[config.mk]
export PLATFORM = sky130hd
export DESIGN_NAME = fp_align_norm_ctrl
export DESIGN_NICKNAME = d
export VERILOG_FILES = /design/src/rtl/fp_align_norm_ctrl.sv
export SDC_FILE = /design/constraint.sdc
export NUM_CORES = 1
export LEC_CHECK = 0
export BUFFER_PORTS_ARGS = -buffer_cell sky130_fd_sc_hd__buf_2
export CAP_MARGIN = 20
export CORE_AREA = 2 2 110 112
export CTS_CLUSTER_SIZE = 14
export DETAILED_ROUTE_END_ITERATION = 8
export DIE_AREA = 0 0 112 114
export GPL_TIMING_DRIVEN = 0
export SYNTH_ARGS = -nofsm -noshare
export SYNTH_HDL_FRONTEND = slang
export SYNTH_SLANG_ARGS = --single-unit
[constraint.sdc]
create_clock -name clk -period 4.45 [get_ports clk]
set_input_delay 0.89 -clock clk [delete_from_list [all_inputs] [get_ports clk]]
set_output_delay 0.89 -clock clk [all_outputs]
set_load 0.02 [all_outputs]
[src/rtl/fp_align_norm_ctrl.sv]
// rtl/fp_align_norm_ctrl.sv - mini floating-point adder sequencer: compare, align, add, normalize
module fp_align_norm_ctrl #(
   parameter int EXP_W = 4,
   parameter int MAN_W = 8
) (
   input  logic                 clk,
   input  logic                 rst,
   input  logic                 in_valid,
   output logic                 in_ready,
   input  logic                 op_sub,
   input  logic [EXP_W+MAN_W:0] in_a,
   input  logic [EXP_W+MAN_W:0] in_b,
   output logic                 out_valid,
   input  logic                 out_ready,
   output logic [EXP_W+MAN_W:0] out_res,
   output logic                 ovf,
   output logic                 uf
);
   localparam int W = 1 + EXP_W + MAN_W;

   typedef enum logic [2:0] {
      S_IDLE,
      S_CMP,
      S_ALIGN,
      S_ADD,
      S_NORM,
      S_DONE
   } state_e;

   state_e state_q, state_d;

   logic [W-1:0]     a_q, b_q;
   logic             sign_q, eff_sub_q;
   logic [EXP_W-1:0] exp_q, diff_q;
   logic [MAN_W-1:0] mant_l_q, mant_s_q, aligned_q;
   logic [MAN_W:0]   sum_q;
   logic [W-1:0]     res_q;
   logic             ovf_q, uf_q, out_valid_q;

   logic             a_ge_b, diff_big;
   logic             norm_done, norm_ovf, norm_uf;
   logic [W-1:0]     norm_res;

   // {exp, mant} sits contiguously below the sign, so one compare orders by magnitude
   assign a_ge_b   = a_q[W-2:0] >= b_q[W-2:0];
   assign diff_big = int'(diff_q) >= MAN_W;

   always_comb begin
      norm_done = 1'b1;
      norm_ovf  = 1'b0;
      norm_uf   = 1'b0;
      norm_res  = '0;
      if (sum_q == '0) begin
         norm_res = '0;
      end else if (sum_q[MAN_W]) begin
         if (&exp_q) begin
            norm_ovf = 1'b1;
            norm_res = {sign_q, {EXP_W{1'b1}}, {MAN_W{1'b1}}};
         end else begin
            norm_res = {sign_q, exp_q + EXP_W'(1), sum_q[MAN_W:1]};
         end
      end else if (sum_q[MAN_W-1]) begin
         norm_res = {sign_q, exp_q, sum_q[MAN_W-1:0]};
      end else if (exp_q == '0) begin
         norm_uf = 1'b1;
      end else begin
         norm_done = 1'b0;
      end
   end

   always_ff @(posedge clk) begin
      if (rst) begin
         state_q <= S_IDLE;
      end else begin
         state_q <= state_d;
      end
   end

   always_comb begin
      state_d = state_q;
      unique case (state_q)
         S_IDLE:  if (in_valid) state_d = S_CMP;
         S_CMP:   state_d = S_ALIGN;
         S_ALIGN: state_d = S_ADD;
         S_ADD:   state_d = S_NORM;
         S_NORM:  if (norm_done) state_d = S_DONE;
         S_DONE:  if (out_valid_q && out_ready) state_d = S_IDLE;
         default: state_d = S_IDLE;
      endcase
   end

   always_comb begin
      in_ready  = (state_q == S_IDLE);
      out_valid = out_valid_q;
      out_res   = res_q;
      ovf       = ovf_q;
      uf        = uf_q;
   end

   always_ff @(posedge clk) begin
      if (rst) begin
         a_q         <= '0;
         b_q         <= '0;
         sign_q      <= 1'b0;
         eff_sub_q   <= 1'b0;
         exp_q       <= '0;
         diff_q      <= '0;
         mant_l_q    <= '0;
         mant_s_q    <= '0;
         aligned_q   <= '0;
         sum_q       <= '0;
         res_q       <= '0;
         ovf_q       <= 1'b0;
         uf_q        <= 1'b0;
         out_valid_q <= 1'b0;
      end else begin
         unique case (state_q)
            S_IDLE: begin
               if (in_valid) begin
                  a_q   <= in_a;
                  b_q   <= {in_b[W-1] ^ op_sub, in_b[W-2:0]};
                  ovf_q <= 1'b0;
                  uf_q  <= 1'b0;
               end
            end
            S_CMP: begin
               eff_sub_q <= a_q[W-1] ^ b_q[W-1];
               if (a_ge_b) begin
                  sign_q   <= a_q[W-1];
                  exp_q    <= a_q[W-2:MAN_W];
                  mant_l_q <= a_q[MAN_W-1:0];
                  mant_s_q <= b_q[MAN_W-1:0];
                  diff_q   <= a_q[W-2:MAN_W] - b_q[W-2:MAN_W];
               end else begin
                  sign_q   <= b_q[W-1];
                  exp_q    <= b_q[W-2:MAN_W];
                  mant_l_q <= b_q[MAN_W-1:0];
                  mant_s_q <= a_q[MAN_W-1:0];
                  diff_q   <= b_q[W-2:MAN_W] - a_q[W-2:MAN_W];
               end
            end
            S_ALIGN: aligned_q <= diff_big ? '0 : (mant_s_q >> diff_q);
            S_ADD: begin
               sum_q <= eff_sub_q ? ({1'b0, mant_l_q} - {1'b0, aligned_q})
                                  : ({1'b0, mant_l_q} + {1'b0, aligned_q});
            end
            S_NORM: begin
               if (norm_done) begin
                  res_q <= norm_res;
                  ovf_q <= norm_ovf;
                  uf_q  <= norm_uf;
               end else begin
                  sum_q <= sum_q << 1;
                  exp_q <= exp_q - EXP_W'(1);
               end
            end
            // first DONE cycle publishes the result; the handshake then retires it
            S_DONE: begin
               if (!out_valid_q) begin
                  out_valid_q <= 1'b1;
               end else if (out_ready) begin
                  out_valid_q <= 1'b0;
               end
            end
            default: ;
         endcase
      end
   end
endmodule
==> flow_results.xml, run 1 <==
<?xml version="1.0" encoding="UTF-8"?>
<metrics>
  <group name="synth">
    <metric name="edff_count_synth" unit="">0</metric>
    <metric name="synthesis.nets" unit="">686</metric>
    <metric name="async_flop_share" unit="%">0</metric>
    <metric name="synth.yosys.warnings" unit="">0</metric>
    <metric name="synth_adder_area_share" unit="%">7.58</metric>
    <metric name="synth_simple_gate_area_share" unit="%">20.7</metric>
    <metric name="synth_top_area_share" unit="%">34.7</metric>
    <metric name="syn_avg_cell_area" unit="um^2">8.12</metric>
    <metric name="synth.mux.area_fraction" unit="%">7.02</metric>
    <metric name="instance_count_of_the_mapped_netlist" unit="">626</metric>
    <metric name="synthTopCellsByCount" unit="">dfxtp_1, nand2_1, nor2_1</metric>
    <metric name="synth_area" unit="um^2">5080</metric>
    <metric name="post-synth-top-area-cell" unit="">dfxtp_1</metric>
    <metric name="seq_area_frac_synth" unit="%">34.7</metric>
    <metric name="xor_xnor_share_of_the_synthesized_area" unit="%">2.24</metric>
    <metric name="synth_compound_gate_area_share" unit="%">21.6</metric>
    <metric name="synth_top_family_by_area" unit="">compound AO/OA/AOI/OAI gates</metric>
    <metric name="dominantRegCellSynth" unit="">dfxtp_1</metric>
    <metric name="synthMostInstantiatedCell" unit="">dfxtp_1</metric>
    <metric name="synth.lib_cells_used.distinct" unit="">62</metric>
    <metric name="synth.top_cells.by_area" unit="">dfxtp_1, ha_1, a21oi_1</metric>
    <metric name="yosys_register_bits" unit="">88</metric>
  </group>
  <group name="sta">
    <metric name="min_period_over_period" unit="%">61.8</metric>
    <metric name="fin_worst_skew" unit="ns">0.00859</metric>
    <metric name="finalHoldViolCount" unit="">0</metric>
    <metric name="holdWs" unit="ns">0.468</metric>
    <metric name="min_period" unit="ns">2.75</metric>
    <metric name="worst-slew-pin-transition" unit="ns">0.679</metric>
    <metric name="max_freq" unit="MHz">364</metric>
    <metric name="fin_ws" unit="ns">1.70</metric>
    <metric name="setup-tns-final" unit="ns">0</metric>
    <metric name="relative_slew_margins" unit="%">54.4</metric>
    <metric name="grt_setup_unrepaired" unit="">no</metric>
    <metric name="drv_slew" unit="">0</metric>
    <metric name="setup_viol" unit="">0</metric>
  </group>
  <group name="finish">
    <metric name="antenna_cells_inserted" unit="">0</metric>
    <metric name="post_route_cells_drive_above_1_share" unit="%">15.0</metric>
    <metric name="syn_to_final_growth" unit="%">13.8</metric>
    <metric name="num-nets-final" unit="">743</metric>
  </group>
  <group name="placement">
    <metric name="post_placement_setup_slack" unit="ns">1.67</metric>
    <metric name="routabilityCongestion" unit="">0.845</metric>
    <metric name="io_buf_count" unit="">46</metric>
    <metric name="dp_hpwl" unit="um">9770</metric>
  </group>
  <group name="clock_tree">
    <metric name="number_of_buffers_created_by_cts" unit="">9</metric>
    <metric name="cts_resized" unit="">0</metric>
    <metric name="clk_path_buf_depth" unit="">2</metric>
    <metric name="cts_htree_levels" unit="">3</metric>
    <metric name="clk_pin_slew_worst_paths" unit="ns">0.06</metric>
    <metric name="cts-hold-fix-buffers" unit="">0</metric>
    <metric name="post_cts_buffers" unit="">0</metric>
    <metric name="cts_num_sinks" unit="">88</metric>
    <metric name="clock-root-buffer" unit="">clkbuf_16</metric>
    <metric name="tritoncts" unit="">built</metric>
    <metric name="worstSkewPairLatency" unit="ns">0.35</metric>
  </group>
  <group name="floorplanning">
    <metric name="placeableCoreArea" unit="um^2">11700</metric>
    <metric name="starting_density_of_the_core" unit="%">43.4</metric>
    <metric name="io-pin-count" unit="">48</metric>
    <metric name="die_w" unit="um">112</metric>
    <metric name="row_count" unit="">40</metric>
    <metric name="fp.dieArea" unit="um^2">12800</metric>
    <metric name="die_h" unit="um">114</metric>
  </group>
  <group name="hold_path">
    <metric name="holdCritPathClass" unit="">reg2reg</metric>
  </group>
  <group name="route">
    <metric name="wirelength" unit="um">12500</metric>
    <metric name="met3_wirelength" unit="um">351</metric>
    <metric name="antenna_left" unit="">0</metric>
    <metric name="dr.first_iter.drc_count" unit="">212</metric>
    <metric name="vias_per_cell" unit="">5.42</metric>
    <metric name="highest-signal-layer" unit="">met4</metric>
    <metric name="drt_pass1_iterations" unit="">5</metric>
    <metric name="wire_per_inst" unit="um">15.0</metric>
    <metric name="wl_met2" unit="um">5910</metric>
    <metric name="met1_wl" unit="um">6010</metric>
    <metric name="vias" unit="">4521</metric>
    <metric name="drc_errors" unit="">0</metric>
  </group>
  <group name="critical_path">
    <metric name="path_max_fanout" unit="">5</metric>
    <metric name="worstSetupEndpointType" unit="">flip-flop</metric>
    <metric name="critPathRequiredTime" unit="ns">4.69</metric>
    <metric name="critical_path_arrival" unit="ns">2.99</metric>
    <metric name="setup.worst_path.start_class" unit="">flip-flop</metric>
    <metric name="worst-setup-path-type" unit="">reg2reg</metric>
  </group>
  <group name="grt">
    <metric name="grt.total_usage" unit="%">20.5</metric>
    <metric name="gr-total-overflow" unit="">0</metric>
    <metric name="wire_length_of_the_first_global_routing_pass" unit="um">20800</metric>
    <metric name="antenna_violations_before_repair" unit="">0</metric>
    <metric name="grt_max_degree" unit="">14</metric>
    <metric name="grt_pass1_vias" unit="">4235</metric>
  </group>
  <group name="power">
    <metric name="power_density" unit="nW/um^2">431</metric>
    <metric name="max-vdd-ir-drop" unit="uV">232</metric>
    <metric name="p_leak" unit="nW">2.23</metric>
  </group>
  <group name="run">
    <metric name="timing.max_cap.violations" unit="">0</metric>
  </group>
  <group name="status">
    <metric name="status" unit="">completed</metric>
  </group>
</metrics>
==> final cells by class <==
cell class | count | area [um^2]
well taps | 147 | 184
fillers | 1200 | 5930
inverters | 30 | 113
multi-input cells | 467 | 3010
repair buffers | 46 | 230
clock inverters | 3 | 42.5
plain buffers | 41 | 201
clock buffers | 12 | 246
flip-flops and latches | 88 | 1760
==> cell usage in the layout (no fill, tap or decap), drive strengths merged, types with 2 or more instances in the layout <==
master   count
a311oi       5
xnor2        9
nor4         2
a31oi        2
nor2b        4
o21ai       25
xor2         4
a21o         2
nor2        85
nand3b       6
o22ai        2
nand4        3
clkbuf      35
mux2i       30
nand3        8
nand2b       4
or3b         3
nor4b        2
a21oi       66
inv         30
a211oi      32
nand2       85
a22oi       10
nor3b        7
nor3        12
fa           3
buf         64
mux2         3
dfxtp       88
ha          26
a2bb2oi      7
o211ai       2
or3          2
and3         2
==> state kept, by name (all words and copies together) (netlist names), 4 cells and up <==
name,count
sum_q,9
exp_q,4
out_res,13
mant_l_q,8
a_q,13
mant_s_q,8
diff_q,4
b_q,13
aligned_q,8
==> logic make-up (layout without fill, tap and decap cells) <==
logic type | count (synthesis) | in the layout
buffers and inverters | 71 | 132
XOR/XNOR | 13 | 13
flip-flops | 88 | 88
AND/OR/NAND/NOR | 228 | 228
multiplexers | 34 | 34
adder cells (fa/ha/maj) | 29 | 29
AO/OA/AOI/OAI | 163 | 163
==> metrics by stage <==
stage	instances	area, um^2	utilization, %	power (mW)
after floorplan	626	5080	-	1.56
after global placement	819	5500	46.9	1.73
after detailed placement	819	5500	46.9	1.75
after CTS	834	5780	49.4	2.51
after global routing	834	5780	49.4	2.64
final	834	5780	49.4	2.49
==> report_power, final <==
group          total, mW  switching [mW]  internal, mW
Combinational      0.811           0.474         0.337
Clock              0.761           0.315         0.447
Sequential         0.921          0.0673         0.853
==> worst max-delay path: stages, from the launching register on <==
cell and delay, ns:
dfxtp_1 0.42, inv_1 0.07, ha_1 0.27, mux2i_1 0.11, fa_1 0.46, a21o_1 0.18, a21oi_1 0.27, o21ai_0 0.17
o41ai_1 0.39, mux2i_1 0.23, o21ai_1 0.08
==> path summary, 6_finish.rpt <==
kind | cells after the start | from | to | slack [ns]
worst min-delay path | 2 | b_q[11]$_SDFFE_PP0P_ | b_q[11]$_SDFFE_PP0P_ | 0.47
worst max-delay path | 10 | aligned_q[0]$_SDFFE_PP0P_ | sum_q[8]$_SDFFE_PP0P_ | 1.70
worst max register to register | 10 | aligned_q[0]$_SDFFE_PP0P_ | sum_q[8]$_SDFFE_PP0P_ | 1.70
worst min register to register | 2 | b_q[11]$_SDFFE_PP0P_ | b_q[11]$_SDFFE_PP0P_ | 0.47
==> routing by layer <==
layer / GRT usage (%) / up-vias
met1: 26.1 / 2127
met2: 34.5 / 67
met4: 8.54 / 0
met5: 0 / -
li1: - / 2309
met3: 3.83 / 18
No activity file was read; power rests on OpenSTA's default activity.
==> run 2, diff against run 1 <==
clock period = 2.2 ns   (was 4.45 ns; I/O delays follow)
==> run 2 against run 1 <==
Net effect: the flow now finishes with violations (negative setup slack); first-iteration DRC count is 15% higher; cell area rose by 8.5%; sequential cell count unchanged; sequential share of layout area fell by 2.0 points; utilization grew 4.2 points; clock skew up 0.00073 ns; combinational power rose to 2.6 times the previous value; routed wire length is 3.4% higher; clock-buffer cell count down 1; critical endpoint is now sum_q[7]$_SDFFE_PP0P_; largest cell class unchanged.
==> flow_results.xml, run 2 (synthesis gave the netlist of run 1 again) <==
<?xml version="1.0" encoding="UTF-8"?>
<metrics>
  <group name="grt">
    <metric name="grt_pass1_vias" unit="">4353</metric>
    <metric name="wire_length_of_the_first_global_routing_pass" unit="um">21000</metric>
    <metric name="gr-total-overflow" unit="">0</metric>
    <metric name="grt_max_degree" unit="">16</metric>
    <metric name="grt.total_usage" unit="%">20.5</metric>
    <metric name="antenna_violations_before_repair" unit="">0</metric>
  </group>
  <group name="critical_path">
    <metric name="worst-setup-path-type" unit="">reg2reg</metric>
    <metric name="critical-path-max-stage-delay" unit="ns">0.39</metric>
    <metric name="critPathRequiredTime" unit="ns">2.46</metric>
    <metric name="cp_cell_sequence" unit="">buf_12, nor4b_4, nor2_1, xnor2_1, ha_2, inv_1, o21ai_2, a21oi_1, o221ai_1, o21ai_1, a311oi_2</metric>
    <metric name="ff2ff_path_depth" unit="">11</metric>
    <metric name="cp_top_family" unit="">compound AO/OA/AOI/OAI gates</metric>
    <metric name="worstSetupEndpointType" unit="">flip-flop</metric>
    <metric name="reg2reg_setup_slack" unit="ns">-0.15</metric>
    <metric name="cp_num_buf_inv" unit="">2</metric>
    <metric name="cp_num_cells" unit="">11</metric>
    <metric name="path_max_fanout" unit="">6</metric>
    <metric name="setup.worst_path.start_class" unit="">flip-flop</metric>
    <metric name="critical_path_arrival" unit="ns">2.61</metric>
    <metric name="slowest_stage" unit="">ha_2</metric>
  </group>
  <group name="status">
    <metric name="status" unit="">finished with violations</metric>
    <metric name="failed_checks" unit="">negative setup slack</metric>
  </group>
  <group name="route">
    <metric name="drc_errors" unit="">0</metric>
    <metric name="wire_per_inst" unit="um">15.1</metric>
    <metric name="antenna_left" unit="">0</metric>
    <metric name="dr.first_iter.drc_count" unit="">243</metric>
    <metric name="vias" unit="">4570</metric>
    <metric name="vias_per_cell" unit="">5.31</metric>
    <metric name="drt_pass1_iterations" unit="">4</metric>
    <metric name="wirelength" unit="um">13000</metric>
  </group>
  <group name="sta">
    <metric name="worst-slew-pin-transition" unit="ns">0.614</metric>
    <metric name="grt_setup_unrepaired" unit="">yes</metric>
    <metric name="drv_slew" unit="">0</metric>
    <metric name="finalHoldViolCount" unit="">0</metric>
    <metric name="relative_slew_margins" unit="%">59.0</metric>
    <metric name="setup_viol" unit="">7</metric>
    <metric name="max_freq" unit="MHz">426</metric>
    <metric name="fin_ws" unit="ns">-0.147</metric>
    <metric name="holdWs" unit="ns">0.314</metric>
    <metric name="fin_worst_skew" unit="ns">0.00932</metric>
    <metric name="min_period" unit="ns">2.35</metric>
    <metric name="min_period_over_period" unit="%">107</metric>
  </group>
  <group name="clock_tree">
    <metric name="clk_pin_slew_worst_paths" unit="ns">0.07</metric>
    <metric name="cts_num_sinks" unit="">88</metric>
    <metric name="number_of_buffers_created_by_cts" unit="">9</metric>
    <metric name="cts_htree_levels" unit="">3</metric>
    <metric name="worstSkewPairLatency" unit="ns">0.35</metric>
    <metric name="clk_path_buf_depth" unit="">2</metric>
    <metric name="tritoncts" unit="">built</metric>
    <metric name="clock-root-buffer" unit="">clkbuf_16</metric>
  </group>
  <group name="power">
    <metric name="power_density" unit="nW/um^2">872</metric>
    <metric name="max-vdd-ir-drop" unit="uV">529</metric>
    <metric name="p_leak" unit="nW">2.44</metric>
    <metric name="power" unit="mW">5.47</metric>
  </group>
  <group name="placement">
    <metric name="dp_hpwl" unit="um">9650</metric>
    <metric name="routabilityCongestion" unit="">0.866</metric>
    <metric name="io_buf_count" unit="">46</metric>
  </group>
  <group name="run">
    <metric name="timing.max_cap.violations" unit="">0</metric>
  </group>
  <group name="floorplanning">
    <metric name="row_count" unit="">40</metric>
    <metric name="fp.dieArea" unit="um^2">12800</metric>
    <metric name="die_h" unit="um">114</metric>
    <metric name="io-pin-count" unit="">48</metric>
    <metric name="starting_density_of_the_core" unit="%">43.4</metric>
    <metric name="die_w" unit="um">112</metric>
    <metric name="placeableCoreArea" unit="um^2">11700</metric>
  </group>
  <group name="finish">
    <metric name="most_common_cell_after_layout_fill_and_taps_aside" unit="">nand2_1</metric>
    <metric name="post_route_cells_drive_above_1_share" unit="%">24.7</metric>
    <metric name="antenna_cells_inserted" unit="">0</metric>
    <metric name="num-nets-final" unit="">768</metric>
    <metric name="layout.cells.most_common_list" unit="">nand2_1, nor2_1, dfxtp_1, a21oi_1, buf_2</metric>
    <metric name="syn_to_final_growth" unit="%">23.5</metric>
    <metric name="final_cell_utilization_of_the_core" unit="%">53.6</metric>
  </group>
  <group name="hold_path">
    <metric name="worstHoldPathCells" unit="">3</metric>
    <metric name="holdCritPathClass" unit="">in2reg</metric>
  </group>
</metrics>
run 2: worst paths after layout:
path | from | end
setup / recovery | aligned_q[0]$_SDFFE_PP0P_ | sum_q[7]$_SDFFE_PP0P_
hold / removal | in_b[7] | b_q[7]$_SDFFE_PP0P_
setup reg to reg | aligned_q[0]$_SDFFE_PP0P_ | sum_q[7]$_SDFFE_PP0P_
hold reg to reg | b_q[11]$_SDFFE_PP0P_ | b_q[11]$_SDFFE_PP0P_
run 2: timing repair:
action | in CTS | in global routing
gates resized for setup | 23 | 42
setup endpoints to repair | 26 | 37
buffers inserted | 12 | 11
pin swaps | 7 | 24
gates cloned | 1 | 1
hold buffers | 0 | 0
hold endpoints to repair | 0 | 0
run 2: layer usage:
layer  share of wire, %  vias up  global-route usage (%)
met3                3.4       23                    3.45
met1                 47     2111                    26.5
li1                   -     2355                       -
met2                 47       81                    34.5
met4                2.2        0                    7.72
met5                  0        -                       0
run 2: final cells by class:
| class | count | area (um^2) |
|---|---|---|
| Multi-Input combinational cell | 467 | 3230 |
| Tap cell | 147 | 184 |
| Timing Repair Buffer | 71 | 459 |
| Inverter | 30 | 118 |
| Clock inverter | 5 | 38.8 |
| Fill cell | 1144 | 5430 |
| Sequential cell | 88 | 1790 |
| Buffer | 41 | 213 |
| Clock buffer | 11 | 253 |
run 2: per-stage QoR:
step                setup slack [ns]  std cells  area, um^2  setup TNS [ns]
detailed placement            -0.434        819        5520           -3.42
finish                        -0.147        860        6280          -0.682
global placement              -0.365        819        5520           -2.93
floorplan                    -0.0464        626        5110          -0.122
global route                  -0.259        860        6280           -1.79
CTS                           -0.158        848        5990          -0.584
run 2: tightest hold or removal path, delay by kind of cell:
family	cells	cell delay (ns)
compound gates	1	0.05
buf+inv	1	0.10
simple gates	1	0.04
run 2: where the power goes:
| group | internal [mW] | switching (mW) | leakage [nW] |
|---|---|---|---|
| Sequential | 1.73 | 0.137 | 0.723 |
| Combinational | 0.981 | 1.12 | 1.57 |
| Clock | 0.836 | 0.672 | 0.143 |
